[config.mk]
export PLATFORM = sky130hd
export DESIGN_NAME = midi_in_arbiter_flat
export DESIGN_NICKNAME = d
export VERILOG_FILES = /design/src/rtl/midi_in_pkg.sv /design/src/rtl/midi_in_arbiter_if.sv /design/src/rtl/midi_byte_fifo.sv /design/src/rtl/midi_in_arbiter.sv /design/src/flat_wrapper.sv
export SDC_FILE = /design/constraint.sdc
export NUM_CORES = 1
export LEC_CHECK = 0
export ABC_AREA = 0
export BUFFER_PORTS_ARGS = -buffer_cell sky130_fd_sc_hd__buf_2
export CAP_MARGIN = 20
export CORE_MARGIN = 5
export CORE_UTILIZATION = 59
export DETAILED_ROUTE_END_ITERATION = 8
export HOLD_SLACK_MARGIN = 0.03
export PLACE_DENSITY = 0.78
export SLEW_MARGIN = 20
export SYNTH_ARGS = -nofsm -noshare
export SYNTH_HDL_FRONTEND = slang
export SYNTH_SLANG_ARGS = --single-unit
[constraint.sdc]
create_clock -name reg_clk -period 3.8 [get_ports reg_clk]
set_input_delay 0.57 -clock reg_clk [delete_from_list [all_inputs] [get_ports reg_clk]]
set_output_delay 0.57 -clock reg_clk [all_outputs]
set_load 0.02 [all_outputs]
[src/rtl/midi_in_pkg.sv]
// Shared types for the MIDI input arbiter.
//   midi_byte_t : one buffered MIDI byte with its side fields (24 bits)
//   arb_state_t : arbiter FSM states, also exported on the debug port
package midi_in_pkg;

  typedef struct packed {
    logic [7:0] status;
    logic [7:0] byte_nr;
    logic [7:0] data;
  } midi_byte_t;

  typedef enum logic [1:0] {
    IDLE   = 2'd0,
    LOCKED = 2'd1,
    HOLD   = 2'd2
  } arb_state_t;

endpackage

[src/rtl/midi_in_arbiter_if.sv]
// Bus bundle between the MIDI byte sources / configuration and the arbiter.
//   merge_en, static_sel          : mode select (round-robin merge or one fixed source)
//   src_byteready                 : per-source one-cycle byte strobe
//   src_cur_status/_midibyte_nr/_midi_in_data : per-source fields, valid with strobe
//   byteready                     : one-cycle strobe of the merged output byte
//   cur_status/midibyte_nr/midi_in_data : fields of the last output byte, held
//   grant_src                     : source of the current or last output byte
//   overflow                      : sticky per-source drop flag
//
// Handshake: strobe-only, no backpressure. A byte is transferred on every rising
// edge where its strobe is high; the receiver must take it in that cycle. Input
// bytes that cannot be buffered are dropped and flagged on overflow.
interface midi_in_arbiter_if #(
  parameter int NUM_SRC = 2,
  parameter int SEL_W   = (NUM_SRC > 1) ? $clog2(NUM_SRC) : 1
);
  logic                    merge_en;
  logic [SEL_W-1:0]        static_sel;
  logic [NUM_SRC-1:0]      src_byteready;
  logic [NUM_SRC-1:0][7:0] src_cur_status;
  logic [NUM_SRC-1:0][7:0] src_midibyte_nr;
  logic [NUM_SRC-1:0][7:0] src_midi_in_data;
  logic                    byteready;
  logic [7:0]              cur_status;
  logic [7:0]              midibyte_nr;
  logic [7:0]              midi_in_data;
  logic [SEL_W-1:0]        grant_src;
  logic [NUM_SRC-1:0]      overflow;

  modport master (
    output merge_en, static_sel, src_byteready,
           src_cur_status, src_midibyte_nr, src_midi_in_data,
    input  byteready, cur_status, midibyte_nr, midi_in_data, grant_src, overflow
  );

  modport slave (
    input  merge_en, static_sel, src_byteready,
           src_cur_status, src_midibyte_nr, src_midi_in_data,
    output byteready, cur_status, midibyte_nr, midi_in_data, grant_src, overflow
  );
endinterface

[src/rtl/midi_byte_fifo.sv]
// Per-source FIFO of MIDI bytes.
//   clk, rst   : clock, synchronous active-high reset
//   flush      : empties the FIFO (same effect as reset on pointers/count)
//   push/push_data : write request; accepted when not full, or when full and
//                    a pop happens in the same cycle
//   pop/pop_data   : read request; pop_data shows the head entry combinationally
//   full/empty     : occupancy flags
module midi_byte_fifo
  import midi_in_pkg::*;
#(
  parameter int DEPTH = 4
) (
  input  logic       clk,
  input  logic       rst,
  input  logic       flush,
  input  logic       push,
  input  midi_byte_t push_data,
  input  logic       pop,
  output midi_byte_t pop_data,
  output logic       full,
  output logic       empty
);
  localparam int AW = (DEPTH > 1) ? $clog2(DEPTH) : 1;

  midi_byte_t     mem [DEPTH];
  logic [AW-1:0]  wr_ptr;
  logic [AW-1:0]  rd_ptr;
  logic [AW:0]    count;
  logic           wr_en;
  logic           rd_en;

  assign empty    = (count == '0);
  assign full     = (count == (AW+1)'(DEPTH));
  assign rd_en    = pop && !empty;
  // A full FIFO still takes a write when the head leaves in the same cycle.
  assign wr_en    = push && (!full || rd_en);
  assign pop_data = mem[rd_ptr];

  always_ff @(posedge clk) begin
    if (rst || flush) begin
      wr_ptr <= '0;
      rd_ptr <= '0;
      count  <= '0;
    end else begin
      if (wr_en) wr_ptr <= wr_ptr + 1'b1;
      if (rd_en) rd_ptr <= rd_ptr + 1'b1;
      case ({wr_en, rd_en})
        2'b10:   count <= count + 1'b1;
        2'b01:   count <= count - 1'b1;
        default: count <= count;
      endcase
    end
  end

  always_ff @(posedge clk) begin
    if (wr_en) mem[wr_ptr] <= push_data;
  end

endmodule

[src/rtl/midi_in_arbiter.sv]
// Merges NUM_SRC MIDI byte streams into one. Each source is buffered in its own
// FIFO; an arbiter locks onto one source and drains it, keeps the lock for
// HOLD_CYC idle cycles so a message in progress is not interleaved, then moves
// round-robin to the next non-empty source (or only static_sel in static mode).
//   reg_clk, reset_reg : clock, synchronous active-high reset
//   bus                : source/config inputs and merged outputs (slave side)
//   state_dbg          : current arbiter state
module midi_in_arbiter
  import midi_in_pkg::*;
#(
  parameter int NUM_SRC    = 2,
  parameter int FIFO_DEPTH = 4,
  parameter int HOLD_CYC   = 64
) (
  input  logic              reg_clk,
  input  logic              reset_reg,
  midi_in_arbiter_if.slave  bus,
  output arb_state_t        state_dbg
);
  localparam int SEL_W = (NUM_SRC > 1) ? $clog2(NUM_SRC) : 1;
  localparam int HC_W  = $clog2(HOLD_CYC + 1);
  localparam logic [SEL_W:0] NSRC = (SEL_W+1)'(NUM_SRC);

  // Mode-change detection. These track the inputs even during reset so the
  // first edge after reset never sees a spurious change.
  logic             merge_q;
  logic [SEL_W-1:0] sel_q;
  logic             chg;

  always_ff @(posedge reg_clk) begin
    merge_q <= bus.merge_en;
    sel_q   <= bus.static_sel;
  end

  assign chg = (bus.merge_en != merge_q) || (bus.static_sel != sel_q);

  // Per-source FIFOs
  logic [NUM_SRC-1:0] en;
  logic [NUM_SRC-1:0] push;
  logic [NUM_SRC-1:0] pop;
  logic [NUM_SRC-1:0] full;
  logic [NUM_SRC-1:0] empty;
  midi_byte_t         wr_data [NUM_SRC];
  midi_byte_t         rd_data [NUM_SRC];

  for (genvar i = 0; i < NUM_SRC; i++) begin : g_src
    assign en[i]   = bus.merge_en || (bus.static_sel == SEL_W'(i));
    // Pushes are discarded while disabled or during a mode-change cycle.
    assign push[i] = bus.src_byteready[i] && en[i] && !chg;
    assign wr_data[i] = '{status:  bus.src_cur_status[i],
                          byte_nr: bus.src_midibyte_nr[i],
                          data:    bus.src_midi_in_data[i]};

    midi_byte_fifo #(.DEPTH(FIFO_DEPTH)) u_fifo (
      .clk       (reg_clk),
      .rst       (reset_reg),
      .flush     (chg),
      .push      (push[i]),
      .push_data (wr_data[i]),
      .pop       (pop[i]),
      .pop_data  (rd_data[i]),
      .full      (full[i]),
      .empty     (empty[i])
    );
  end

  // Round-robin search starting one past 'from'; MSB of the result = found.
  function automatic logic [SEL_W:0] rr_pick(input logic [SEL_W-1:0] from,
                                             input logic [NUM_SRC-1:0] req);
    logic [SEL_W:0] res;
    logic [SEL_W:0] idx;
    res = '0;
    for (int off = 0; off < NUM_SRC; off++) begin
      idx = {1'b0, from} + (SEL_W+1)'(off + 1);
      if (idx >= NSRC) idx = idx - NSRC;
      if (!res[SEL_W] && req[idx[SEL_W-1:0]]) res = {1'b1, idx[SEL_W-1:0]};
    end
    return res;
  endfunction

  // Arbiter FSM
  arb_state_t       state, state_n;
  logic [HC_W-1:0]  hold_cnt, hold_cnt_n;
  logic [SEL_W-1:0] grant, grant_n;
  logic [SEL_W:0]   pick;
  logic             push_g;
  logic             empty_g;

  assign pick    = rr_pick(grant, en & ~empty);
  assign push_g  = push[grant];
  assign empty_g = empty[grant];

  always_ff @(posedge reg_clk) begin
    if (reset_reg) begin
      state    <= IDLE;
      hold_cnt <= '0;
      grant    <= '0;
    end else begin
      state    <= state_n;
      hold_cnt <= hold_cnt_n;
      grant    <= grant_n;
    end
  end

  always_comb begin
    state_n    = state;
    hold_cnt_n = hold_cnt;
    grant_n    = grant;
    if (chg) begin
      state_n    = IDLE;
      hold_cnt_n = '0;
    end else begin
      case (state)
        IDLE: begin
          if (pick[SEL_W]) begin
            grant_n = pick[SEL_W-1:0];
            state_n = LOCKED;
          end
        end
        LOCKED: begin
          // A push landing on the empty FIFO this edge keeps us draining.
          if (empty_g && !push_g) begin
            state_n    = HOLD;
            hold_cnt_n = HC_W'(HOLD_CYC);
          end
        end
        HOLD: begin
          // Non-empty also counts so a byte pushed on the LOCKED->HOLD edge
          // is not stranded.
          if (push_g || !empty_g) begin
            state_n = LOCKED;
          end else if (hold_cnt <= HC_W'(1)) begin
            state_n    = IDLE;
            hold_cnt_n = '0;
          end else begin
            hold_cnt_n = hold_cnt - 1'b1;
          end
        end
        default: begin
          state_n    = IDLE;
          hold_cnt_n = '0;
        end
      endcase
    end
  end

  always_comb begin
    pop = '0;
    if (state == LOCKED && !chg && !empty_g) pop[grant] = 1'b1;
  end

  assign state_dbg = state;

  // Output path: popped entry is staged one cycle, then presented with the
  // strobe. A mode change kills a staged byte as well as the buffered ones.
  logic             s_valid;
  midi_byte_t       s_data;
  logic [SEL_W-1:0] s_src;
  logic             br_q;
  midi_byte_t       out_q;
  logic [SEL_W-1:0] out_src;
  logic [NUM_SRC-1:0] ovf_q;

  always_ff @(posedge reg_clk) begin
    if (reset_reg) begin
      s_valid <= 1'b0;
      s_data  <= '0;
      s_src   <= '0;
      br_q    <= 1'b0;
      out_q   <= '0;
      out_src <= '0;
      ovf_q   <= '0;
    end else begin
      s_valid <= |pop;
      s_data  <= rd_data[grant];
      s_src   <= grant;
      br_q    <= s_valid && !chg;
      if (s_valid && !chg) begin
        out_q   <= s_data;
        out_src <= s_src;
      end
      ovf_q <= ovf_q | (push & full & ~pop);
    end
  end

  assign bus.byteready    = br_q;
  assign bus.cur_status   = out_q.status;
  assign bus.midibyte_nr  = out_q.byte_nr;
  assign bus.midi_in_data = out_q.data;
  assign bus.grant_src    = out_src;
  assign bus.overflow     = ovf_q;

endmodule
[src/flat_wrapper.sv]
// flat-port wrapper written by rule: the top's interface ports become plain ports
module midi_in_arbiter_flat import midi_in_pkg::*;
#(
  parameter int NUM_SRC    = 2,
  parameter int FIFO_DEPTH = 4,
  parameter int HOLD_CYC   = 64
)
  (reg_clk, reset_reg, state_dbg, bus_merge_en, bus_static_sel, bus_src_byteready, bus_src_cur_status, bus_src_midibyte_nr, bus_src_midi_in_data, bus_byteready, bus_cur_status, bus_midibyte_nr, bus_midi_in_data, bus_grant_src, bus_overflow);
  midi_in_arbiter_if #(.NUM_SRC(NUM_SRC)) bus_i ();
  input  logic reg_clk;
  input  logic reset_reg;
  output arb_state_t state_dbg;
  input wire logic [$bits(bus_i.merge_en)-1:0] bus_merge_en;
  input wire logic [$bits(bus_i.static_sel)-1:0] bus_static_sel;
  input wire logic [$bits(bus_i.src_byteready)-1:0] bus_src_byteready;
  input wire logic [$bits(bus_i.src_cur_status)-1:0] bus_src_cur_status;
  input wire logic [$bits(bus_i.src_midibyte_nr)-1:0] bus_src_midibyte_nr;
  input wire logic [$bits(bus_i.src_midi_in_data)-1:0] bus_src_midi_in_data;
  output wire logic [$bits(bus_i.byteready)-1:0] bus_byteready;
  output wire logic [$bits(bus_i.cur_status)-1:0] bus_cur_status;
  output wire logic [$bits(bus_i.midibyte_nr)-1:0] bus_midibyte_nr;
  output wire logic [$bits(bus_i.midi_in_data)-1:0] bus_midi_in_data;
  output wire logic [$bits(bus_i.grant_src)-1:0] bus_grant_src;
  output wire logic [$bits(bus_i.overflow)-1:0] bus_overflow;
  assign bus_i.merge_en = bus_merge_en;
  assign bus_i.static_sel = bus_static_sel;
  assign bus_i.src_byteready = bus_src_byteready;
  assign bus_i.src_cur_status = bus_src_cur_status;
  assign bus_i.src_midibyte_nr = bus_src_midibyte_nr;
  assign bus_i.src_midi_in_data = bus_src_midi_in_data;
  assign bus_byteready = bus_i.byteready;
  assign bus_cur_status = bus_i.cur_status;
  assign bus_midibyte_nr = bus_i.midibyte_nr;
  assign bus_midi_in_data = bus_i.midi_in_data;
  assign bus_grant_src = bus_i.grant_src;
  assign bus_overflow = bus_i.overflow;
  midi_in_arbiter #(.NUM_SRC(NUM_SRC), .FIFO_DEPTH(FIFO_DEPTH), .HOLD_CYC(HOLD_CYC)) u_core (.reg_clk(reg_clk), .reset_reg(reset_reg), .bus(bus_i), .state_dbg(state_dbg));
endmodule
==> results of run 1 <==
-- state kept, by name, summed over array words and instances (netlist names), 4 cells and up, named ones only --
signal	count
u_core.bus.cur_status	8
u_core.bus.midi_in_data	8
u_core.bus.midibyte_nr	8
u_core.g_src.u_fifo.count	6
u_core.g_src.u_fifo.mem	192
u_core.g_src.u_fifo.rd_ptr	4
u_core.g_src.u_fifo.wr_ptr	4
u_core.hold_cnt	7
u_core.s_data	24
-- cell usage after synthesis, drive strengths merged (4+ instances only) --
library cell and instances:
nand2 57, a31oi 4, or3 4, mux4 48
nor3 7, clkbuf 16, mux2i 25, a21oi 37
inv 18, xnor2 6, edfxtp 192, xor2 7
buf 16, and2 7, ha 16, nand3 7
nor2 52, and3 7, dfxtp 84
-- kinds of logic after synthesis --
| group | after synthesis | share of synthesized area, % |
|---|---|---|
| AND/OR/NAND/NOR | 161 | 7.04 |
| multiplexers | 74 | 12.7 |
| buffers and inverters | 50 | 1.91 |
| flip-flops | 276 | 70.3 |
| XOR/XNOR | 13 | 1.08 |
| adder cells (fa/ha/maj) | 18 | 2.27 |
| AO/OA/AOI/OAI | 74 | 4.69 |
-- power groups by stage --
stage	combinational, W	clock (W)	sequential, W
after global routing	0.000163	0.00288	0.00325
after detailed placement	0.000146	0	0.00332
after CTS	0.000148	0.00274	0.00325
after floorplan	0.0000720	0	0.00332
final	0.000150	0.00269	0.00325
after global placement	0.000137	0	0.00332
-- per-layer routing --
metal / up-vias / share of wire, %
li1: 2714 / -
met1: 2953 / 43
met2: 217 / 48
met3: 44 / 7.1
met4: 4 / 2.3
met5: - / 0.10
-- cell type report --
class                   count  area share [%]
diodes                      1          0.0205
clock buffers              39            6.15
inverters                  18           0.552
repair buffers             97            4.72
flip-flops and latches    276            60.9
multi-input cells         340            24.0
clock inverters            11            1.31
well taps                 229            2.34
-- stage by stage --
stage | total power, W | worst slack (ps)
floorplan | 0.00339 | 963
finish | 0.00610 | 791
global route | 0.00630 | 657
global placement | 0.00345 | 780
detailed placement | 0.00346 | 643
CTS | 0.00614 | 860
-- final timing paths --
check,to,slack [ps]
worst max-delay path,u_core.g_src[0].u_fifo.count[2]$_SDFFE_PP0P_,790
worst min-delay path,u_core.g_src[1].u_fifo.mem[0][3]$_DFFE_PP_,260
worst min register to register,u_core.bus.cur_status[7]$_SDFFE_PP0P_,430
worst max register to register,u_core.g_src[0].u_fifo.count[2]$_SDFFE_PP0P_,790
==> reports/metrics.yaml, run 1 <==
status:
  status: "finished, final reports clean"
finish:
  final_area_sq_um: 12200
  regArea_sq_um: 7450
  drive_above_1_share_pct: 24.8
  nets: 832
  multi_input_area_sq_um: 2940
  fin_cells: 1011
  area_delta_synth_final_pct: 15.5
  final_common_cell: "edfxtp_1"
  nFillCells: 1149
  final_cell_mix: "edfxtp_1, dfxtp_1, buf_2, nand2_1, nor2_1"
  final_core_util_pct: 68.6
yosys:
  yosysSeqAreaShare_pct: 70.3
  async_reset_ff_share_pct: 0
  ys_seq_elements: 276
  synth_top_area_share_pct: 54.4
  yosysUniqueCellTypes: 59
  synth_edf_count: 192
  syn_inst: 666
  yosysTopAreaCell: "edfxtp_1"
  avgSynthCellArea_sq_um: 15.9
  synth.net_count: 738
  yosys-top-cells-area: "edfxtp_1, dfxtp_1, mux4_2"
  yosys_most_used_dff: "edfxtp_1"
  netlist_area_sq_um: 10600
  yosys_warnings: 0
pwr:
  p_leak_nw: 4.13
  p_comb_share_pct: 2.5
  power_switching_w: 0.00115
  switching_share_pct: 18.9
  pwr-share-seq_pct: 53.4
  power_frac_clock_pct: 44.2
  p_int_w: 0.00494
  power_density_nw_per_um2: 498
  max-vdd-ir-drop_v: 0.000398
cts:
  postCtsResizedCells: 0
  insertion_delay_ps: 520
  root_buffer: "clkbuf_16"
  clkTransAtPathRegs_ps: 60
  numCtsBuffers: 27
  cts_tree: "done"
  cts.sinks: 276
  cts_max_level: 1
  cts_setup_buffers: 0
  cts_hold_buf: 0
  cts_buffer_depth: 3
global_route:
  busiest_layer: "met2"
  grt_pass1_wl_mm: 32.5
  use_met3_pct: 3.23
  met1_usage_pct: 30.4
  antenna_found_initial: 3
  gr-usage-met2_pct: 32.5
  grtUsageTotal_pct: 20.6
  grt_max_degree: 56
  grt_pass1_vias: 5785
  overflow: 0
worst_hold_path:
  hold_depth: 1
  hold_start: "bus_src_midi_in_data[11]"
  hold_path.class: "in -> reg"
die:
  io_pins: 84
  die_w_microns: 144
  fp.dieH_microns: 144
  initial_core_util_pct: 59.4
  rows: 49
  die-area_sq_um: 20700
  core_sq_um: 17800
worst_setup_path:
  r2r-start: "u_core.state_dbg[1]$_SDFFE_PP0P_"
  endpoint_kind: "flop"
  critPathKind: "reg -> reg"
  cp_slowest_cell: "nor4_1"
  path_depth: 10
  worstPathRequired_ps: 4250
  slowest_delay_ps: 610
  crit_start: "u_core.state_dbg[1]$_SDFFE_PP0P_"
  cp_top_family: "adder cells"
  arrival_ps: 3460
  crit_path_start_kind: "flop"
  crit_chain: "inv_1 > ha_1 > nand2b_1 > nor4_1 > ha_1 > inv_1 > fa_1 > xor2_1 > or3_1 > a21oi_1"
  cp_num_buf_inv: 2
  ff2ff_path_depth: 10
  crit_path_max_fanout: 8
placement:
  place_inst: 960
  routabilityCongestion: 0.891
  post_dp_cell_area_sq_um: 11300
  dp_hpwl_mm: 13.2
  portBuffers: 83
timing:
  hold_viol_final: 0
  setup_viol: 0
  rsz0062_at_grt: "no"
  worst_pin_slew_ps: 777
  fin_skew_ps: 12.6
  tns_ps: 0
  report.final.slew_viol_count: 0
  whs_ps: 259
  slew-limit-headroom_pct: 47.7
  period_needed_ps: 3010
  min_period_over_period_pct: 79.2
  max_freq_mhz: 332
drt:
  via_per_inst: 5.87
  drt-initial-drc-count: 527
  drt_pass1_iterations: 5
  wl_per_cell_microns: 20.7
  drc_errors: 0
  routed_wl_mm: 21.0
  ant_nets: 0
  vias: 5932
flow_run:
  max-cap-violations: 0
(Power assumes the default switching activity.)
==> run 2, diff against run 1 <==
Settings changed: ABC_AREA 0 to 1, CORE_UTILIZATION 59 to 54, PLACE_DENSITY 0.78 to 0.75.
Clock period 3.8 ns to 2.6 ns, I/O delays scaled along.
==> run 2 against run 1 <==
Hold slack lost 210 ps. Sequential cell count is the same. Clock power grew 45%. Critical path type is now in -> reg. Synthesized cell count grew 44%. Highest routed layer unchanged. Total power grew 47%. Critical endpoint unchanged. Cell count grew 32%. Register-to-register slack lost 570 ps. Final area grew 3.0%.
==> reports/metrics.yaml, run 2 <==
status:
  status: "finished, final reports clean"
worst_setup_path:
  crit_start: "bus_merge_en"
  endpoint_kind: "flop"
  worstPathRequired_ps: 3020  # -1230 ps
  r2r-start: "u_core.state_dbg[1]$_SDFFE_PP0P_"
  arrival_ps: 2820  # -640 ps
  slowest_delay_ps: 550  # -60 ps
  cpMostUsedCell: "nand2_2"
  cp_num_buf_inv: 5  # +3
  critPathKind: "in -> reg"
  crit_path_max_fanout: 6  # -2
  cp_top_family: "buffers and inverters"
  crit_chain: "dlygate4sd3_1 > buf_2 > inv_2 > nand2_2 > nand2_2 > inv_2 > nand2_4 > nor2_8 > nand3_4 > nand2_2 > nand2_4 > ha_1 > inv_1 > fa_1 > a21oi_1 > o21ai_0 > o21ai_0 > a21oi_1"
  cp_slowest_cell: "dlygate4sd3_1"
  crit_path_start_kind: "input pin"
timing:
  hold_viol_final: 0  # unchanged
  setup_viol: 0  # unchanged
  fin_skew_ps: 10.5  # -2.07 ps
  report.final.slew_viol_count: 0  # unchanged
  tns_ps: 0  # unchanged
  worst_pin_slew_ps: 750  # -27.2 ps
  max_freq_mhz: 417
  rsz0062_at_grt: "no"
  period_needed_ps: 2400
  slew-limit-headroom_pct: 50.0  # +2.2 points
  min_period_over_period_pct: 92.2
  whs_ps: 53.5  # -205 ps
yosys:
  ys_seq_elements: 276  # unchanged
  synth_top_family_by_area: "simple AND/OR/NAND/NOR gates"
  yosysSeqAreaShare_pct: 68.7  # -1.6 points
  yosysMostFrequentCell: "edfxtp_1"
  synth_compound_area_share_pct: 10.6  # +5.9 points
  synth_simple_gate_area_share_pct: 14.3  # +7.3 points
  yosysUniqueCellTypes: 39  # -34%
  avgSynthCellArea_sq_um: 11.3  # -29%
  synth.net_count: 1030  # +40%
  synth_edf_count: 192  # unchanged
  yosysTopAreaCell: "edfxtp_1"
  async_reset_ff_share_pct: 0  # unchanged
  yosys_most_used_dff: "edfxtp_1"
  yosys_warnings: 0  # unchanged
  netlist_area_sq_um: 10800  # +2.3%
  yosys-top-cells-area: "edfxtp_1, dfxtp_1, o21ai_0"
  synth_adder_area_share_pct: 2.22  # -0.052 points
  muxShareOfSynthArea_pct: 0  # -13 points
  yosys-top-cells-count: "edfxtp_1, nor2_1, nand2_1"
  syn_inst: 958  # +44%
  synth_top_area_share_pct: 53.2  # -1.2 points
  synth_xor_area_share_pct: 0.242  # -0.83 points
placement:
  place_inst: 1280  # +33%
  routabilityCongestion: 0.841  # -5.6%
  dp_hpwl_mm: 14.8  # +12%
  portBuffers: 83  # unchanged
pwr:
  switching_share_pct: 20.4  # +1.5 points
  p_int_w: 0.00712  # +44%
  total_power_w: 0.00894  # +47%
  pwr-share-seq_pct: 53.3  # about the same
  power_frac_clock_pct: 43.6  # -0.6 points
  p_leak_nw: 4.71  # +14%
  power_switching_w: 0.00182  # +58%
  max-vdd-ir-drop_v: 0.000549  # +38%
  p_comb_share_pct: 3.1  # +0.6 points
  power_density_nw_per_um2: 710  # +42%
drt:
  wl_per_cell_microns: 18.0  # -13%
  vias: 7347  # +24%
  drc_errors: 0  # unchanged
  routed_wl_mm: 24.1  # +15%
  ant_nets: 0  # unchanged
  via_per_inst: 5.50  # -6.3%
  drt-initial-drc-count: 594  # +13%
  drt_pass1_iterations: 6  # +1
global_route:
  antenna_found_initial: 1  # -2
  overflow: 0  # unchanged
  grtUsageTotal_pct: 21.1  # +0.50 points
  grt_max_degree: 49  # -13%
  grt_pass1_wl_mm: 37.7  # +16%
  grt_pass1_vias: 7217  # +25%
finish:
  fin_cells: 1336  # +32%
  multi_input_area_sq_um: 2980  # +1.5%
  n_antenna_cell: 0  # -1
  final_cell_mix: "edfxtp_1, nor2_1, nand2_1, o21ai_0, dfxtp_1"
  final_common_cell: "edfxtp_1"
  regMostFlops: "u_core.g_src.u_fifo.mem"
  largest_reg_flops: 192  # unchanged
  drive_above_1_share_pct: 18.5  # -6.4 points
  reg_top3: "u_core.g_src.u_fifo.mem x192, u_core.s_data x24"
  regArea_sq_um: 7450  # about the same
  nets: 1121  # +35%
  area_delta_synth_final_pct: 16.3
  nFillCells: 1447  # +26%
die:
  initial_core_util_pct: 55.3  # -4.0 points
  io_pins: 84  # unchanged
  rows: 51  # +4.1%
  die_w_microns: 152  # +5.3%
  core_sq_um: 19600  # +9.8%
  fp.dieH_microns: 152  # +5.3%
  die-area_sq_um: 23000  # +11%
cts:
  numCtsBuffers: 28  # +3.7%
  insertion_delay_ps: 530  # about the same
  cts_max_level: 1  # unchanged
  root_buffer: "clkbuf_16"
  cts_tree: "done"
  clkTransAtPathRegs_ps: 60  # about the same
  cts_buffer_depth: 3  # unchanged
  cts.sinks: 276  # unchanged
worst_hold_path:
  hold_start: "bus_static_sel"
  hold_path.class: "in -> reg"
flow_run:
  max-cap-violations: 0  # unchanged
-- run 2: cells by family after synthesis --
family / Yosys count
AOI/OAI and AO/OA: 209
xor gates and xnor gates: 3
adders and majority gates: 18
buffers and inverters: 105
DFF: 276
and+or+nand+nor: 347
-- run 2: worst paths after layout --
check,endpoint,slack (ps),cells past startpoint
hold / removal,u_core.sel_q$_DFF_P_,50,1
setup / recovery,u_core.g_src[0].u_fifo.count[2]$_SDFFE_PP0P_,200,18
setup reg to reg,u_core.g_src[0].u_fifo.count[2]$_SDFFE_PP0P_,220,13
hold reg to reg,u_core.bus.cur_status[0]$_SDFFE_PP0P_,460,2
-- run 2: cell type report --
class / instances / area share, %
multi-input combinational: 577 / 23.7
tap: 265 / 2.63
timing repair buffer: 108 / 5.70
sequential: 276 / 59.1
inverter: 58 / 1.73
clock buffer: 38 / 6.11
clock inverter: 14 / 1.04
-- run 2: layer usage --
layer / wire length (microns) / GRT usage [%]
met1: 10000 / 28.2
met2: 12000 / 36.0
met3: 1430 / 3.06
met4: 588 / 6.20
met5: 13 / 0
-- run 2: power by group through the flow --
stage	Combinational, W	Sequential [W]	Clock [W]
global route	0.000306	0.00477	0.00412
detailed placement	0.000272	0.00486	0
floorplan	0.000141	0.00486	0
finish	0.000279	0.00477	0.00389
global placement	0.000265	0.00486	0
CTS	0.000276	0.00477	0.00393
-- run 2: repair_timing --
item / 4_1_cts / 5_1_grt
hold endpoints to repair: 1 / 0
hold buffers: 1 / 0
gates resized for setup: 0 / 1
endpoints found under the setup margin: 0 / 1
buffers inserted: 0 / 3
-- run 2: metrics by stage --
stage / util, % / cell area (sq um) / worst slack, ps
6_report: 64.3 / 12600 / 202
5_1_grt: 64.3 / 12600 / 32.1
4_1_cts: 64.2 / 12600 / 142
3_5_place_dp: 59.6 / 11700 / 141
3_3_place_gp: 59.5 / 11700 / 192
2_1_floorplan: - / 10800 / -161
==> run 3, diff against run 2 <==
Settings changed: PLACE_DENSITY 0.75 to not set, PLACE_DENSITY_LB_ADDON set to 0.05.
==> run 3 against run 2 <==
Fmax fell by 0.54%. Global-route usage fell by 0.28 points. Utilization rose by 0.15 points. Hold slack improved by 11 ps. Largest power group unchanged.
==> reports/metrics.yaml, run 3 (synthesis gave the netlist of run 2 again) <==
global_route:
  grt_max_degree: 49  # unchanged
  grt_pass1_vias: 6775  # -6.1%
  grtUsageTotal_pct: 20.8  # -0.28 points
  overflow: 0  # unchanged
  antenna_found_initial: 0  # -1
  grt_pass1_wl_mm: 36.9  # -2.2%
finish:
  nets: 1123  # +0.18%
  drive_above_1_share_pct: 18.9  # +0.41 points
  final_cell_mix: "edfxtp_1, nor2_1, nand2_1, o21ai_0, dfxtp_1"
  fin_cells: 1339  # +0.22%
  largest_reg_flops: 192  # unchanged
  final_core_util_pct: 64.5  # +0.15 points
  final_area_sq_um: 12600  # +0.23%
  n_antenna_cell: 0  # unchanged
  regMostFlops: "u_core.g_src.u_fifo.mem"
  reg_top3: "u_core.g_src.u_fifo.mem x192, u_core.s_data x24"
  final_common_cell: "edfxtp_1"
  area_delta_synth_final_pct: 16.5
cts:
  cts_max_level: 1  # unchanged
  cts_buffer_depth: 3  # unchanged
  cts.sinks: 276  # unchanged
  root_buffer: "clkbuf_16"
  cts_tree: "done"
  insertion_delay_ps: 530  # about the same
  clkTransAtPathRegs_ps: 60  # about the same
  numCtsBuffers: 29  # +3.6%
timing:
  slew-limit-headroom_pct: 59.4  # +9.5 points
  worst_pin_slew_ps: 606  # -143 ps
  whs_ps: 64.7  # +11.3 ps
  max_freq_mhz: 415  # -0.54%
  report.final.slew_viol_count: 0  # unchanged
  rsz0062_at_grt: "no"
  hold_viol_final: 0  # unchanged
  fin_skew_ps: 10.6  # +0.107 ps
  setup_viol: 0  # unchanged
  min_period_over_period_pct: 92.7  # +0.50 points
  period_needed_ps: 2410  # +13.1 ps
pwr:
  p_leak_nw: 4.73  # +0.45%
  power_density_nw_per_um2: 709  # about the same
  p_int_w: 0.00718  # +0.84%
  max-vdd-ir-drop_v: 0.000521  # -5.1%
  p_comb_share_pct: 3.1  # about the same
  power_switching_w: 0.00178  # -2.4%
  pwr-share-seq_pct: 53.2  # about the same
  switching_share_pct: 19.9  # -0.53 points
  power_frac_clock_pct: 43.7  # about the same
worst_setup_path:
  endpoint_kind: "flop"
  crit_path_start_kind: "flop"
  critPathKind: "reg -> reg"
  r2r_setup_slack_ps: 190  # -30 ps
  ff2ff_path_depth: 13  # unchanged
  crit_path_max_fanout: 5  # -1
  r2r-start: "u_core.state_dbg[1]$_SDFFE_PP0P_"
  rr_endpoint: "u_core.g_src[0].u_fifo.count[2]$_SDFFE_PP0P_"
  worstPathRequired_ps: 3020  # about the same
  arrival_ps: 2830  # about the same
die:
  die_w_microns: 152  # unchanged
  io_pins: 84  # unchanged
  core_sq_um: 19600  # unchanged
  die-area_sq_um: 23000  # unchanged
  initial_core_util_pct: 55.3  # unchanged
  rows: 51  # unchanged
  fp.dieH_microns: 152  # unchanged
placement:
  routabilityCongestion: 0.816  # -2.9%
  portBuffers: 83  # unchanged
  place_inst: 1284  # +0.31%
  dp_hpwl_mm: 14.6  # -1.9%
  post_dp_cell_area_sq_um: 11700  # +0.21%
flow_run:
  max-cap-violations: 0  # unchanged
worst_hold_path:
  hold_path.class: "in -> reg"
  hold_start: "bus_src_midibyte_nr[11]"
  hold_depth: 1  # unchanged
  hold_end: "u_core.g_src[1].u_fifo.mem[1][11]$_DFFE_PP_"
status:
  status: "finished, final reports clean"
drt:
  ant_nets: 0  # unchanged
  routed_wl_mm: 23.5  # -2.4%
  vias: 7195  # -2.1%
  via_per_inst: 5.37  # -2.3%
  wl_per_cell_microns: 17.5  # -2.6%
  drt_pass1_iterations: 5  # -1
  drt-initial-drc-count: 462  # -22%
  drc_errors: 0  # unchanged
run 3: cell types whose count changed in the layout (fill, tap and decap cells not counted), sizes merged:
cell      previous run  this run
inv                 57        58
clkinvlp             2         0
clkinv              11         6
buf                107       108
bufinv               2         1
clkbuf              38        47
run 3: how the worst max path moves through the flow:
stage | start | to | slack [ps]
2_1_floorplan | u_core.state_dbg[0]$_SDFFE_PP0P_ | u_core.g_src[0].u_fifo.mem[0][0]$_DFFE_PP_ | -160
3_3_place_gp | u_core.state_dbg[1]$_SDFFE_PP0P_ | u_core.g_src[0].u_fifo.count[2]$_SDFFE_PP0P_ | 240
3_5_place_dp | u_core.state_dbg[1]$_SDFFE_PP0P_ | u_core.g_src[0].u_fifo.count[2]$_SDFFE_PP0P_ | 130
4_1_cts | u_core.state_dbg[1]$_SDFFE_PP0P_ | u_core.g_src[0].u_fifo.count[2]$_SDFFE_PP0P_ | 80
5_1_grt | u_core.state_dbg[1]$_SDFFE_PP0P_ | u_core.g_src[0].u_fifo.count[2]$_SDFFE_PP0P_ | 20
6_report | u_core.state_dbg[1]$_SDFFE_PP0P_ | u_core.g_src[0].u_fifo.count[2]$_SDFFE_PP0P_ | 190
run 3: final cells by class:
class | count | area (sq um)
Inverter | 58 | 218
Sequential cell | 276 | 7450
Timing Repair Buffer | 109 | 728
Multi-Input combinational cell | 577 | 2990
Fill cell | 1556 | 6960
Clock inverter | 7 | 63.8
Clock buffer | 47 | 855
Tap cell | 265 | 332
run 3: critical path, cell delays in order (launching register included):
cell and delay [ps]:
dfxtp_1 330, inv_1 120, ha_2 260, inv_1 120
nor2_8 160, nand3_4 90, inv_2 110, ha_1 150
inv_1 80, fa_1 420, a21oi_2 160, o21ai_1 90
o21ai_0 150, a21oi_1 50
run 3: what timing repair did:
action	CTS	global route
setup endpoints to repair	0	1
hold buffers	1	0
gates resized for setup	0	4
setup buffers	0	0
hold endpoints to repair	1	0
run 3: per-layer routing:
layer / vias up / routed length [microns] / track usage [%]
li1: 3545 / - / -
met3: 34 / 1240 / 2.97
met2: 202 / 11000 / 32.9
met5: - / 0 / 0
met1: 3414 / 10700 / 30.5
met4: 0 / 544 / 5.62
run 3: power by group through the flow:
stage | Combinational (W) | Sequential (W) | Clock (W)
3_3_place_gp | 0.000273 | 0.00486 | 0
6_report | 0.000276 | 0.00477 | 0.00391
4_1_cts | 0.000279 | 0.00477 | 0.00400
5_1_grt | 0.000309 | 0.00477 | 0.00419
2_1_floorplan | 0.000141 | 0.00486 | 0
3_5_place_dp | 0.000276 | 0.00486 | 0
run 3: through the flow:
step | setup TNS (ps) | total power (W) | worst slack (ps)
2_1_floorplan | -23170 | 0.00500 | -161
3_3_place_gp | 0 | 0.00513 | 238
3_5_place_dp | 0 | 0.00514 | 126
4_1_cts | 0 | 0.00904 | 83.6
5_1_grt | 0 | 0.00927 | 21.0
6_report | 0 | 0.00896 | 189
